--- config.mk ---
export PLATFORM = sky130hd
export DESIGN_NAME = demux
export DESIGN_NICKNAME = d
export VERILOG_FILES = /design/src/rtl/demux.sv
export SDC_FILE = /design/constraint.sdc
export NUM_CORES = 1
export LEC_CHECK = 0
export CAP_MARGIN = 10
export CORE_MARGIN = 2
export CORE_UTILIZATION = 40
export DETAILED_ROUTE_END_ITERATION = 8
export PLACE_DENSITY = 0.62
export SYNTH_ARGS = -nofsm -noshare
export SYNTH_HDL_FRONTEND = slang
export SYNTH_SLANG_ARGS = --single-unit
--- constraint.sdc ---
create_clock -name clock -period 6.1 [get_ports clock]
set_input_delay 0.61 -clock clock [delete_from_list [all_inputs] [get_ports clock]]
set_output_delay 0.61 -clock clock [all_outputs]
set_load 0.01 [all_outputs]
--- src/rtl/demux.sv ---
// Two-channel TDM demultiplexer: splits an alternating ch0/ch1 slot stream into two registered outputs.
// Latency: one clock from acceptance of a slot's final beat to o0/o1 and v0/v1.
// Backpressure: none; beats are accepted whenever din_valid is high, and gaps simply stretch the slot.
module demux #(
    parameter int WIDTH    = 1,
    parameter int SLOT_LEN = 4
) (
    input  logic             clock,
    input  logic             reset,
    input  logic [WIDTH-1:0] din,
    input  logic             din_valid,
    input  logic             frame_sync,
    output logic [WIDTH-1:0] o0,
    output logic [WIDTH-1:0] o1,
    output logic             v0,
    output logic             v1,
    output logic             switch,
    output logic             locked,
    output logic             sync_err
);

    typedef enum logic [1:0] {
        HUNT  = 2'd0,
        SLOT0 = 2'd1,
        SLOT1 = 2'd2
    } state_t;

    // Index of the beat that closes a slot and gets captured.
    localparam logic [7:0] LAST = 8'(SLOT_LEN - 1);

    state_t           state_q, state_d;
    logic [7:0]       cnt_q, cnt_d;
    logic [WIDTH-1:0] o0_q, o0_d;
    logic [WIDTH-1:0] o1_q, o1_d;
    logic             v0_q, v0_d;
    logic             v1_q, v1_d;
    logic             err_q, err_d;

    // Beat classification flags used by the next-state logic.
    logic             start_slot;
    logic             advance;

    // Next-state logic: classify each valid beat, then apply realign/advance/drop.
    always_comb begin
        state_d    = state_q;
        cnt_d      = cnt_q;
        o0_d       = o0_q;
        o1_d       = o1_q;
        v0_d       = 1'b0;
        v1_d       = 1'b0;
        err_d      = 1'b0;
        start_slot = 1'b0;
        advance    = 1'b0;

        if (din_valid) begin
            unique case (state_q)
                HUNT: begin
                    // Unsynced beats are dropped until a sync marker shows up.
                    start_slot = frame_sync;
                end
                SLOT0: begin
                    if (cnt_q == 8'd0) begin
                        if (frame_sync) begin
                            start_slot = 1'b1;
                        end else begin
                            // Expected marker missing: lose lock and drop the beat.
                            err_d   = 1'b1;
                            state_d = HUNT;
                            cnt_d   = 8'd0;
                        end
                    end else if (frame_sync) begin
                        err_d      = 1'b1;
                        start_slot = 1'b1;
                    end else begin
                        advance = 1'b1;
                    end
                end
                SLOT1: begin
                    // A marker anywhere in SLOT1 is misplaced; realignment beats capture.
                    if (frame_sync) begin
                        err_d      = 1'b1;
                        start_slot = 1'b1;
                    end else begin
                        advance = 1'b1;
                    end
                end
                default: begin
                    state_d = HUNT;
                    cnt_d   = 8'd0;
                end
            endcase
        end

        if (start_slot) begin
            // This beat is SLOT0 beat 0; a one-beat slot completes right away.
            if (LAST == 8'd0) begin
                o0_d    = din;
                v0_d    = 1'b1;
                state_d = SLOT1;
                cnt_d   = 8'd0;
            end else begin
                state_d = SLOT0;
                cnt_d   = 8'd1;
            end
        end else if (advance) begin
            if (cnt_q == LAST) begin
                cnt_d = 8'd0;
                if (state_q == SLOT0) begin
                    o0_d    = din;
                    v0_d    = 1'b1;
                    state_d = SLOT1;
                end else begin
                    o1_d    = din;
                    v1_d    = 1'b1;
                    state_d = SLOT0;
                end
            end else begin
                cnt_d = cnt_q + 8'd1;
            end
        end
    end

    // State, counter and output registers; reset clears everything including captured data.
    always_ff @(posedge clock or posedge reset) begin
        if (reset) begin
            state_q <= HUNT;
            cnt_q   <= 8'd0;
            o0_q    <= '0;
            o1_q    <= '0;
            v0_q    <= 1'b0;
            v1_q    <= 1'b0;
            err_q   <= 1'b0;
        end else begin
            state_q <= state_d;
            cnt_q   <= cnt_d;
            o0_q    <= o0_d;
            o1_q    <= o1_d;
            v0_q    <= v0_d;
            v1_q    <= v1_d;
            err_q   <= err_d;
        end
    end

    assign o0       = o0_q;
    assign o1       = o1_q;
    assign v0       = v0_q;
    assign v1       = v1_q;
    assign sync_err = err_q;
    assign switch   = (state_q == SLOT1);
    assign locked   = (state_q != HUNT);

endmodule

==> flow_summary.toml, run 1 <==
[timing]
min_period_ns = 2.28
finalMaxSlewViolations = 0
min_period_over_period = 0.373
setup_tns_ns = 0
finalSetupViolCount = 0
whs_ns = 0.499
hold_violations = 0
relSlewSlack = 0.625
skew_ns = 0.000857
rsz0062_at_grt = "no"
fmax_ghz = 0.439
tightestPinTransition_ns = 0.562

[setup_path]
crit_path_max_fanout = 5
reg2reg_slack_ns = 3.83
critPathLaunchType = "register"
path_cells = "inv_1 -> ha_1 -> clkdlybuf4s50_1"
slowest_stage = "clkdlybuf4s50_1"
r2r.worst_path.cells = 7
r2r-start = "cnt_q[5]"
max_stage_delay_ns = 0.56
startpoint = "state_q[0]"
path_class = "reg -> out"
arrival_ns = 1.67
required_ns = 5.49
crit_buf_inv = 2
r2r-end = "cnt_q[6]"
cpLargestDelayFamily = "buffers and inverters"
critical_path.endpoint_type = "output pin"

[finish]
antenna_cells = 0
final_common_cell = "dfrtp_1"
nets = 114
layout_common_cells = "dfrtp_1 (15), clkdlybuf4s50_1 (11), inv_1 (8)"
drive_gt1_frac = 0.139
fin_area_sq_um = 1120
area_growth_pct = 17.5
fin_util = 0.504

[synthesis]
synth_edf_count = 0
syn_avg_cell_area_sq_um = 11.0
netlist_area_sq_um = 957
synthFlopType = "dfrtp_1"
syn_nets = 99
synth-seq-cells = 15
ys_types = 37
yosys_warnings = 0
yosysTopAreaCellShare = 0.392
ys_seq_area_frac = 0.392
postSynthCellCount = 87
synthTopCellsByArea = "dfrtp_1 (39%), ha_1 (9.2%), a221o_1 (5.2%)"
async_flop_share = 1.00
netlist.top_cell.by_area = "dfrtp_1"

[route]
wl_per_cell_um = 14.0
ant_nets = 0
via_per_inst = 5.45
routed_wirelength_mm = 1.80
vias = 703
drtIter0Drc = 8
drtPass1Iterations = 4
drc = 0

[grt]
grt_pass1_wl_mm = 3.25
track_usage = 0.162
grt_pass1_vias = 722
grt_max_degree = 16
overflow = 0
antenna_found_initial = 0

[clocking]
hold_buffers = 0
cts.sinks = 15
cts_resized = 0
cts_tree = "yes"
clockBufferDepth = 2
path_clk_slew_ns = 0.09
insertion_delay_ns = 0.30
root_buffer = "clkbuf_4"
h-tree-depth = 1
cts_setup_buffers = 0
cts_inserted_buffers = 3

[placed_design]
port_buffers = 11
gp_congestion = 0.821
hpwl_mm = 1.37
place_area_sq_um = 1100

[min_path]
hp-start = "o0"
hp-class = "reg -> reg"
whs_endpoint = "o0"
min_path_cells = 1

[floorplanning]
start_util = 0.429
core_area_sq_um = 2230
pin_count = 12
die-width_um = 52.9
die_height_um = 52.9
dieArea_sq_um = 2800
num_rows = 17

[pwr]
intPower_uw = 203
p_leak_nw = 0.537
pwr-share-seq = 0.388
switching_share = 0.377
finalPower_uw = 326
irDropWorstVdd_v = 0.000163
comb_power_share = 0.430
switchingPower_uw = 123
pwr-share-clk = 0.182
p_per_area_nw_per_um2 = 290

[run]
drv_cap = 0

[run_status]
status = "completed"
cells in the mapped netlist, types with 2 or more instances:
| library cell | number |
|---|---|
| dfrtp_1 | 15 |
| nor2b_1 | 2 |
| ha_1 | 7 |
| nand2_1 | 3 |
| and3_1 | 4 |
| nand3_1 | 4 |
| a21oi_1 | 3 |
| inv_1 | 8 |
| a221o_1 | 5 |
| nor2_1 | 5 |
| nor3_2 | 2 |
| and4b_1 | 2 |
| nor3_1 | 3 |
how the worst max path moves through the flow:
stage / end / cells past startpoint / slack, ns
finish: switch / 3 / 3.82
global route: cnt_q[3] / 7 / 3.67
CTS: cnt_q[6] / 7 / 3.81
detailed placement: o1 / 7 / 3.65
global placement: o0 / 7 / 3.66
floorplan: cnt_q[3] / 7 / 4.09
worst reg2reg max path: cells and delay by family, from the launching register on:
kind | cells | cell delay (ns)
compound gates | 2 | 0.65
fa+ha+maj | 1 | 0.20
simple gates | 4 | 0.86
flops | 1 | 0.46
power by group through the flow:
stage / Clock, mW / Combinational [mW] / Sequential [mW]
finish: 0.0595 / 0.140 / 0.127
global route: 0.0641 / 0.160 / 0.130
CTS: 0.0594 / 0.143 / 0.127
detailed placement: 0 / 0.142 / 0.129
global placement: 0 / 0.140 / 0.129
floorplan: 0 / 0.0950 / 0.130
state kept, by name, indices dropped and copies added (netlist names):
register	flops
o0	1
state_q	2
v0	1
o1	1
sync_err	1
cnt_q	8
v1	1
cell type report:
class / count / area, sq um
Clock buffer: 3 / 22.5
Clock inverter: 1 / 5.00
Fill cell: 210 / 1110
Inverter: 8 / 30.0
Multi-Input combinational cell: 63 / 547
Sequential cell: 15 / 375
Tap cell: 28 / 35.0
Timing Repair Buffer: 11 / 110
logic make-up (layout without fill, tap and decap cells):
logic type,count (synthesis),after routing,synth area share
multiplexers,2,2,0.0235
AND/OR/NAND/NOR,34,34,0.260
AO/OA/AOI/OAI,20,20,0.196
flip-flops,15,15,0.392
adder cells (fa/ha/maj),7,7,0.0915
buffers and inverters,9,23,0.0366
through the flow:
stage | worst slack (ns) | cells
finish | 3.82 | 129
global route | 3.67 | 129
detailed placement | 3.65 | 125
CTS | 3.81 | 129
floorplan | 4.09 | 87
global placement | 3.66 | 125
metal layers:
metal / GRT usage / share of wire
met2: 0.273 / 0.47
met4: 0.0385 / 0.0061
met3: 0.0508 / 0.042
met5: 0 / 0
met1: 0.202 / 0.48
(Power assumes the default switching activity.)
==> inputs of run 2 (changes only) <==
clock period = 2.2 ns   (was 6.1 ns; I/O delays follow)
==> run 2 against run 1 <==
Effect of this change: power increased to 2.8 times the previous value; flip-flop and latch count stayed put; worst setup slack worse by 3.6 ns; combinational power grew to 2.9 times the previous value; first-iteration DRC count grew 38%; clock skew grew 0.00057 ns; clock power grew to 2.7 times the previous value; die area is the same; core utilization up 1.4 points; sequential share of layout area shrank 0.90 points; routed wire length up 4.3%; largest power group unchanged; highest routed layer unchanged.
==> flow_summary.toml, run 2 (synthesized netlist as in run 1, its figures left out) <==
[clocking]
clockBufferDepth = 2
path_clk_slew_ns = 0.09
cts_resized = 0
cts_inserted_buffers = 3
hold_buffers = 0
cts.sinks = 15
cts_tree = "yes"
h-tree-depth = 1
insertion_delay_ns = 0.29
root_buffer = "clkbuf_4"
cts_setup_buffers = 0

[finish]
multiInputGateArea_sq_um = 548
fillCellCount = 212
regArea_sq_um = 375
top_register = "cnt_q"
antenna_cells = 0
layout_common_cells = "dfrtp_1 (15), clkdlybuf4s50_1 (11), inv_1 (8)"
drive_gt1_frac = 0.181
area_growth_pct = 20.8
nets = 118
largest_reg_flops = 8
final_common_cell = "dfrtp_1"
top_regs = "cnt_q: 8 flops, state_q: 2 flops"

[timing]
tightestPinTransition_ns = 0.566
relSlewSlack = 0.622
whs_ns = 0.294
rsz0062_at_grt = "no"
skew_ns = 0.00143
finalMaxSlewViolations = 0
fmax_ghz = 0.494
min_period_over_period = 0.921
finalSetupViolCount = 0
layout_setup_ws_ns = 0.175
hold_violations = 0
setup_tns_ns = 0
min_period_ns = 2.03

[setup_path]
r2r.worst_path.cells = 8
path_cells = "inv_1 -> ha_1 -> nand3_1 -> ha_1 -> nand2_1 -> a21o_2 -> nor4b_4 -> mux2_1"
crit_path_max_fanout = 6
crit_path_frequent_cell = "ha_1"
r2r-start = "cnt_q[0]"
max_stage_delay_ns = 0.43
arrival_ns = 2.20
reg2reg_slack_ns = 0.17
critical_path.endpoint_type = "register"
required_ns = 2.38
path_class = "reg -> reg"
critPathLaunchType = "register"
slowest_stage = "dfrtp_1"
r2r-end = "o0"

[min_path]
hp-class = "in -> async"

[placed_design]
gp_congestion = 0.823
port_buffers = 11
hpwl_mm = 1.46
preCtsSetupSlack_ns = 0.159

[route]
ant_nets = 0
via_per_inst = 5.65
vias = 752
drtPass1Iterations = 4
drc = 0
drtIter0Drc = 11
routed_wirelength_mm = 1.88
wl_per_cell_um = 14.1

[grt]
track_usage = 0.173
grt_pass1_wl_mm = 3.44
antenna_found_initial = 0
grt_pass1_vias = 771
overflow = 0
grt_max_degree = 16

[run]
drv_cap = 0

[pwr]
p_per_area_nw_per_um2 = 796
p_leak_nw = 0.555
finalPower_uw = 921
irDropWorstVdd_v = 0.000492

[floorplanning]
die_height_um = 52.9
die-width_um = 52.9
pin_count = 12
start_util = 0.429
core_area_sq_um = 2230
dieArea_sq_um = 2800
num_rows = 17

[run_status]
status = "completed"
run 2: report_power, final:
group / switching [mW] / internal (mW) / leakage, nW
clock: 0.0906 / 0.0677 / 0.0177
sequential: 0.0363 / 0.318 / 0.201
combinational: 0.218 / 0.190 / 0.336
run 2: cell type report:
| type | count | area share |
|---|---|---|
| Timing Repair Buffer | 15 | 0.121 |
| Sequential cell | 15 | 0.325 |
| Clock inverter | 1 | 0.00433 |
| Tap cell | 28 | 0.0303 |
| Multi-Input combinational cell | 63 | 0.474 |
| Inverter | 8 | 0.0260 |
| Clock buffer | 3 | 0.0195 |
run 2: how the worst max path moves through the flow:
stage          startpoint       end  depth (start not counted)
2_1_floorplan    cnt_q[5]  cnt_q[3]                          7
3_3_place_gp   frame_sync        o0                          7
3_5_place_dp     cnt_q[5]  cnt_q[5]                          7
4_1_cts          cnt_q[5]  cnt_q[5]                          7
5_1_grt          cnt_q[5]  cnt_q[7]                          7
6_report         cnt_q[0]        o0                          8
run 2: stage by stage:
| stage | cell area [sq um] | utilization | instances |
|---|---|---|---|
| finish | 1160 | 0.518 | 133 |
| global route | 1160 | 0.518 | 133 |
| CTS | 1150 | 0.517 | 133 |
| detailed placement | 1130 | 0.505 | 129 |
| global placement | 1130 | 0.505 | 129 |
| floorplan | 957 | - | 87 |
run 2: critical path, delay by kind of cell, from the launching register on:
kind                       cells  cell delay (ns)
AOI/OAI and AO/OA              1             0.29
DFF                            1             0.43
buffers and inverters          1             0.07
adders and majority gates      2             0.36
and+or+nand+nor                3             0.41
muxes                          1             0.35
run 2: per-layer routing:
metal  part of all wire  GRT usage  vias to the layer above
met5                  0          0                        -
li1                   -          -                      370
met3              0.037     0.0593                        2
met4             0.0090     0.0641                        0
met2               0.49      0.279                       16
met1               0.46      0.213                      364
